==> config.mk <==
export PLATFORM = sky130hd
export DESIGN_NAME = ibf_cfg_loader_flat
export DESIGN_NICKNAME = d
export VERILOG_FILES = /design/src/rtl/ibf_cfg_loader_if.sv /design/src/rtl/ibf_cfg_loader.sv /design/src/flat_wrapper.sv
export SDC_FILE = /design/constraint.sdc
export NUM_CORES = 1
export LEC_CHECK = 0
export CORE_ASPECT_RATIO = 0.75
export CORE_MARGIN = 2
export CORE_UTILIZATION = 40
export DETAILED_ROUTE_END_ITERATION = 10
export MAX_ROUTING_LAYER = met4
export PLACE_DENSITY = 0.76
export SYNTH_ARGS = -nofsm -noshare
export SYNTH_HDL_FRONTEND = slang
export SYNTH_SLANG_ARGS = --single-unit
==> constraint.sdc <==
create_clock -name clk -period 2.48 [get_ports clk]
set_clock_uncertainty 0.15 [all_clocks]
set_input_delay 0.248 -clock clk [delete_from_list [all_inputs] [get_ports clk]]
set_output_delay 0.248 -clock clk [all_outputs]
set_load 0.005 [all_outputs]
==> src/rtl/ibf_cfg_loader_if.sv <==
`default_nettype none
// ============================================================================
// Module   : ibf_cfg_loader_if
// Brief    : Host command / config-word handshake bundle for ibf_cfg_loader.
// Revision : 1.0
// ============================================================================
interface ibf_cfg_loader_if #(
    parameter int MODE_WIDTH = 2
);
    logic                  cmd_valid;
    logic                  cmd_ready;
    logic                  cmd_tgt;
    logic [MODE_WIDTH-1:0] cmd_mode;
    logic                  wd_valid;
    logic                  wd_ready;
    logic [63:0]           wd_data;

    modport master (
        output cmd_valid, cmd_tgt, cmd_mode, wd_valid, wd_data,
        input  cmd_ready, wd_ready
    );

    modport slave (
        input  cmd_valid, cmd_tgt, cmd_mode, wd_valid, wd_data,
        output cmd_ready, wd_ready
    );
endinterface
`default_nettype wire

==> src/rtl/ibf_cfg_loader.sv <==
`default_nettype none
// ============================================================================
// Module   : ibf_cfg_loader
// Brief    : Write sequencer streaming 64-bit config words into the ibf_top
//            2_2 stage RAM or 2_1 mux RAM, one registered beat per word.
// Revision : 1.0
// ============================================================================
module ibf_cfg_loader #(
    parameter int MODE_WIDTH = 2,
    parameter int NSEL_2_2   = 2,
    parameter int NSEL_2_1   = 1,
    parameter int GAP_CYC    = 2
) (
    input  wire logic                  clk,
    input  wire logic                  rst,
    ibf_cfg_loader_if.slave            host,
    input  wire logic                  abort_i,
    input  wire logic [MODE_WIDTH-1:0] mode_i,
    output logic                       mode_blk_o,
    output logic                       busy_o,
    output logic                       done_o,
    output logic                       err_o,
    output logic [7:0]                 sram_sel_2_2,
    output logic [MODE_WIDTH-1:0]      wr_addr_2_2,
    output logic                       wr_en_2_2,
    output logic [63:0]                wr_cfg_2_2,
    output logic [3:0]                 sram_sel_2_1,
    output logic [MODE_WIDTH-1:0]      wr_addr_2_1,
    output logic                       wr_en_2_1,
    output logic [63:0]                wr_cfg_2_1
);

    typedef enum logic [2:0] {
        S_IDLE = 3'd0,
        S_LOAD = 3'd1,
        S_GAP  = 3'd2,
        S_DONE = 3'd3,
        S_ERR  = 3'd4
    } state_t;

    localparam logic [7:0] C_LAST_2_2 = 8'(NSEL_2_2 - 1);
    localparam logic [7:0] C_LAST_2_1 = 8'(NSEL_2_1 - 1);
    localparam logic [7:0] C_GAP_LAST = 8'((GAP_CYC > 0) ? GAP_CYC - 1 : 0);

    state_t                r_state;
    logic                  r_tgt;
    logic [MODE_WIDTH-1:0] r_mode;
    logic [7:0]            r_cnt;
    logic [7:0]            r_gap;

    logic w_beat;
    logic w_last;

    // Abort wins over a word offered in the same cycle.
    assign host.cmd_ready = (r_state == S_IDLE);
    assign host.wd_ready  = (r_state == S_LOAD) && !abort_i;

    assign busy_o     = (r_state != S_IDLE);
    assign done_o     = (r_state == S_DONE);
    assign err_o      = (r_state == S_ERR);
    assign mode_blk_o = busy_o && (mode_i == r_mode);

    assign w_beat = host.wd_valid && host.wd_ready;
    assign w_last = (r_cnt == (r_tgt ? C_LAST_2_1 : C_LAST_2_2));

    always_ff @(posedge clk) begin
        if (!rst) begin
            r_state      <= S_IDLE;
            r_tgt        <= 1'b0;
            r_mode       <= '0;
            r_cnt        <= 8'd0;
            r_gap        <= 8'd0;
            sram_sel_2_2 <= 8'd0;
            wr_addr_2_2  <= '0;
            wr_en_2_2    <= 1'b0;
            wr_cfg_2_2   <= 64'd0;
            sram_sel_2_1 <= 4'd0;
            wr_addr_2_1  <= '0;
            wr_en_2_1    <= 1'b0;
            wr_cfg_2_1   <= 64'd0;
        end else begin
            wr_en_2_2 <= 1'b0;
            wr_en_2_1 <= 1'b0;

            // Address/data hold their last values through bubbles.
            if (w_beat) begin
                r_cnt <= r_cnt + 8'd1;
                if (r_tgt) begin
                    wr_en_2_1    <= 1'b1;
                    sram_sel_2_1 <= r_cnt[3:0];
                    wr_addr_2_1  <= r_mode;
                    wr_cfg_2_1   <= host.wd_data;
                end else begin
                    wr_en_2_2    <= 1'b1;
                    sram_sel_2_2 <= r_cnt;
                    wr_addr_2_2  <= r_mode;
                    wr_cfg_2_2   <= host.wd_data;
                end
            end

            case (r_state)
                S_IDLE: begin
                    if (host.cmd_valid && host.cmd_ready) begin
                        r_state <= S_LOAD;
                        r_tgt   <= host.cmd_tgt;
                        r_mode  <= host.cmd_mode;
                        r_cnt   <= 8'd0;
                    end
                end
                S_LOAD: begin
                    if (abort_i) begin
                        r_state <= S_ERR;
                    end else if (w_beat && w_last) begin
                        r_gap   <= 8'd0;
                        r_state <= (GAP_CYC == 0) ? S_DONE : S_GAP;
                    end
                end
                S_GAP: begin
                    if (abort_i) begin
                        r_state <= S_ERR;
                    end else if (r_gap == C_GAP_LAST) begin
                        r_state <= S_DONE;
                    end else begin
                        r_gap <= r_gap + 8'd1;
                    end
                end
                S_DONE:  r_state <= S_IDLE;
                S_ERR:   r_state <= S_IDLE;
                default: r_state <= S_IDLE;
            endcase
        end
    end

endmodule
`default_nettype wire

==> src/flat_wrapper.sv <==
// flat-port wrapper written by rule: the top's interface ports become plain ports
module ibf_cfg_loader_flat 
#(
    parameter int MODE_WIDTH = 2,
    parameter int NSEL_2_2   = 2,
    parameter int NSEL_2_1   = 1,
    parameter int GAP_CYC    = 2
)
  (clk, rst, abort_i, mode_i, mode_blk_o, busy_o, done_o, err_o, sram_sel_2_2, wr_addr_2_2, wr_en_2_2, wr_cfg_2_2, sram_sel_2_1, wr_addr_2_1, wr_en_2_1, wr_cfg_2_1, host_cmd_valid, host_cmd_tgt, host_cmd_mode, host_wd_valid, host_wd_data, host_cmd_ready, host_wd_ready);
  ibf_cfg_loader_if #(.MODE_WIDTH(MODE_WIDTH)) host_i ();
  input  wire logic clk;
  input  wire logic rst;
  input  wire logic abort_i;
  input  wire logic [MODE_WIDTH-1:0] mode_i;
  output logic mode_blk_o;
  output logic busy_o;
  output logic done_o;
  output logic err_o;
  output logic [7:0] sram_sel_2_2;
  output logic [MODE_WIDTH-1:0] wr_addr_2_2;
  output logic wr_en_2_2;
  output logic [63:0] wr_cfg_2_2;
  output logic [3:0] sram_sel_2_1;
  output logic [MODE_WIDTH-1:0] wr_addr_2_1;
  output logic wr_en_2_1;
  output logic [63:0] wr_cfg_2_1;
  input wire logic [$bits(host_i.cmd_valid)-1:0] host_cmd_valid;
  input wire logic [$bits(host_i.cmd_tgt)-1:0] host_cmd_tgt;
  input wire logic [$bits(host_i.cmd_mode)-1:0] host_cmd_mode;
  input wire logic [$bits(host_i.wd_valid)-1:0] host_wd_valid;
  input wire logic [$bits(host_i.wd_data)-1:0] host_wd_data;
  output wire logic [$bits(host_i.cmd_ready)-1:0] host_cmd_ready;
  output wire logic [$bits(host_i.wd_ready)-1:0] host_wd_ready;
  assign host_i.cmd_valid = host_cmd_valid;
  assign host_i.cmd_tgt = host_cmd_tgt;
  assign host_i.cmd_mode = host_cmd_mode;
  assign host_i.wd_valid = host_wd_valid;
  assign host_i.wd_data = host_wd_data;
  assign host_cmd_ready = host_i.cmd_ready;
  assign host_wd_ready = host_i.wd_ready;
  ibf_cfg_loader #(.MODE_WIDTH(MODE_WIDTH), .NSEL_2_2(NSEL_2_2), .NSEL_2_1(NSEL_2_1), .GAP_CYC(GAP_CYC)) u_core (.clk(clk), .rst(rst), .host(host_i), .abort_i(abort_i), .mode_i(mode_i), .mode_blk_o(mode_blk_o), .busy_o(busy_o), .done_o(done_o), .err_o(err_o), .sram_sel_2_2(sram_sel_2_2), .wr_addr_2_2(wr_addr_2_2), .wr_en_2_2(wr_en_2_2), .wr_cfg_2_2(wr_cfg_2_2), .sram_sel_2_1(sram_sel_2_1), .wr_addr_2_1(wr_addr_2_1), .wr_en_2_1(wr_en_2_1), .wr_cfg_2_1(wr_cfg_2_1));
endmodule
==> results.cfg <==
[power_and_ir_drop]
vdd_drop_max_mv = 0.524
p_switching_uw = 1340
p_leak_uw = 0.00313
p_int_uw = 4600
pwr-share-comb_pct = 7.5
p_seq_share_pct = 46.4
powerDensity_nw_per_um2 = 635
pwr-share-clk_pct = 46.0
sw_frac_of_total_pct = 22.6

[sta]
fmax_mhz = 440
worst_pin_slew_ps = 480
fin_crit_sh_pct = 91.6
rsz0062_at_grt = false
tns_ps = 0
maxSlewHeadroom_pct = 68.0
period_minus_slack_ps = 2270
setup_viol = 0
finalMaxSlewViolations = 0
finalHoldViolCount = 0

[critical_path]
reg2reg_from = u_core.r_gap[1]
crit_path_start_kind = flop
crit_required_ps = 2080
endpoint_kind = output port
r2r-end = u_core.r_gap[5]
crit_path_start = u_core.r_state[2]
rr_worst_depth = 6
critPathKind = flop to output port
worst-path-max-fanout = 6
critPathArrivalTime_ps = 1870
endpoint = host_wd_ready
rrSetupSlack_ps = 230

[final_layout]
final_layout_size_suffix_gt1_share_pct = 6.65
num_antenna_cells = 0
final_core_util_pct = 61.9
layout_common_cells = nand2_1 (303), clkdlybuf4s50_1 (224), dfxtp_1 (168)
layout_commonest_cell = nand2_1
fin_nets = 1071
fin_cells = 1212
synthToLayoutAreaGrowth_pct = 52.3

[synthesis]
yosysUniqueCellTypes = 42
async_flop_share_pct = 0
syn_area_per_cell_um2 = 7.89
synth_top_area_share_pct = 54.7
synthFlopType = dfxtp_1
synth_edf_count = 0
synthCells = 779
ys_warn_count = 0
ys_ff_latch = 168
yosysSeqAreaShare_pct = 54.7
synthesis.nets = 856
synthTopCellsByArea = dfxtp_1 (55%), nand2_1 (19%), a21oi_1 (12%)
syn-cell-area_um2 = 6140
synth_top_area_cell = dfxtp_1

[floorplan]
pin_count = 226
die-area_um2 = 16400
core_um2 = 15100
rows = 39
initial_utilization_pct = 40.6
dieWidth_um = 147
die_y_um = 111

[drt]
via_per_inst = 4.91
num_vias = 5951
wl_per_cell_um = 14.6
drt-total-wl_mm = 17.7
first_pass_iters = 5
antenna_left = 0
drt-initial-drc-count = 320
route.detailed.drc = 0

[placed_design]
place_inst = 1180
port_buffers = 225
gp_congestion = 0.825
dpl.hpwl_mm = 12.0

[grt]
grt_util_met2_pct = 34.4
grt-busiest-layer = met2
grt_util_met3_pct = 9.26
antenna_found_initial = 0
grt_pass1_wl_mm = 28.9
grt_max_degree = 60
grt_pass1_vias = 5684
globalRouteOverflowTotal = 0
track_usage_pct = 22.6
use_met1_pct = 27.4

[clocking]
cts_tree = yes
clock_latency_ps = 420
cts_buffers = 17
clkTransAtPathRegs_ps = 70
htree_levels = 4
hold_buffers = 0
root_buffer = clkbuf_16
cts_buffer_depth = 2
cts.repair.resized = 1
cts.sinks = 168
cts_setup_buffers = 0

[min_path]
hp-class = input pin to flop

[run_status]
status = finished clean

[job]
drv_cap = 0
[sequential cells by signal, summed over array words and instances, names as in the netlist]
name,cells
u_core.r_tgt,1
u_core.wr_addr_2_2,2
u_core.wr_cfg_2_1,64
u_core.wr_cfg_2_2,64
u_core.wr_en_2_2,1
u_core.sram_sel_2_2,8
u_core.r_gap,8
u_core.r_mode,2
u_core.sram_sel_2_1,4
u_core.r_cnt,8
u_core.wr_addr_2_1,2
u_core.wr_en_2_1,1
u_core.r_state,3
[Yosys cell counts, types with 2 or more instances]
master / number
nand2_1: 303
dfxtp_1: 168
a21oi_1: 153
clkbuf_1: 51
nand3_1: 13
inv_1: 10
nor2_1: 8
o21ai_0: 8
nor3_1: 7
or4_1: 6
or3_1: 4
xnor2_1: 4
xor2_1: 4
a31oi_1: 3
ha_1: 3
a311oi_1: 2
buf_6: 2
nand2b_1: 2
nor4_1: 2
nor4b_1: 2
o31ai_1: 2
or3b_2: 2
[layout make-up]
class,count,area [um^2]
Fill cell,1317,5770
Sequential cell,168,3360
Timing Repair Buffer,250,2550
Multi-Input combinational cell,547,2540
Clock buffer,18,439
Tap cell,205,256
Clock inverter,14,171
Inverter,10,40.0
[worst min-delay path by stage]
stage | startpoint | end | slack (ps) | cells after the start
final | host_cmd_tgt | u_core.r_tgt | 240 | 3
after global routing | host_cmd_mode[0] | u_core.r_mode[0] | 230 | 3
after CTS | host_cmd_tgt | u_core.r_tgt | 240 | 3
after detailed placement | u_core.wr_cfg_2_2[5] | u_core.wr_cfg_2_2[5] | 300 | 2
after global placement | u_core.wr_cfg_2_2[41] | u_core.wr_cfg_2_2[41] | 290 | 2
after floorplan | abort_i | u_core.r_state[1] | 190 | 1
[critical path, stage by stage, from the launching register on]
cell and delay, ps:
dfxtp_1 320, or4b_4 550, buf_4 180, inv_1 140, dlygate4sd2_1 270
[power by group through the flow]
| stage | Sequential [uW] | Combinational [uW] | Clock (uW) |
|---|---|---|---|
| finish | 2760 | 446 | 2730 |
| global route | 2760 | 485 | 2930 |
| CTS | 2760 | 450 | 2790 |
| detailed placement | 2820 | 447 | 0 |
| global placement | 2820 | 445 | 0 |
| floorplan | 2820 | 157 | 0 |
[metal layers]
metal	vias up	share of wire, %
met5	-	0
met4	0	1.9
met3	24	9.5
met2	191	45
met1	2742	44
li1	2994	-
[kinds of logic (layout without fill, tap and decap cells)]
kind of cell    Yosys count  after routing  share of synthesized area (%)
mux                       1              1                          0.163
fa+ha+maj                 3              3                          0.611
buf+inv                  64            292                           4.17
compound gates          176            176                           15.1
flops                   168            168                           54.7
xor+xnor                  8              8                           1.14
simple gates            359            359                           24.1
[through the flow]
stage | cell area, um^2 | hold slack, ps | power, uW | setup WS [ps]
after floorplan | 6140 | 188 | 2980 | 123
after global placement | 8750 | 290 | 3260 | -80.8
after detailed placement | 8750 | 295 | 3270 | -83.3
after CTS | 9360 | 237 | 6000 | 197
after global routing | 9360 | 233 | 6180 | 143
final | 9360 | 241 | 5940 | 207
Power figures use the tool's default switching activity.
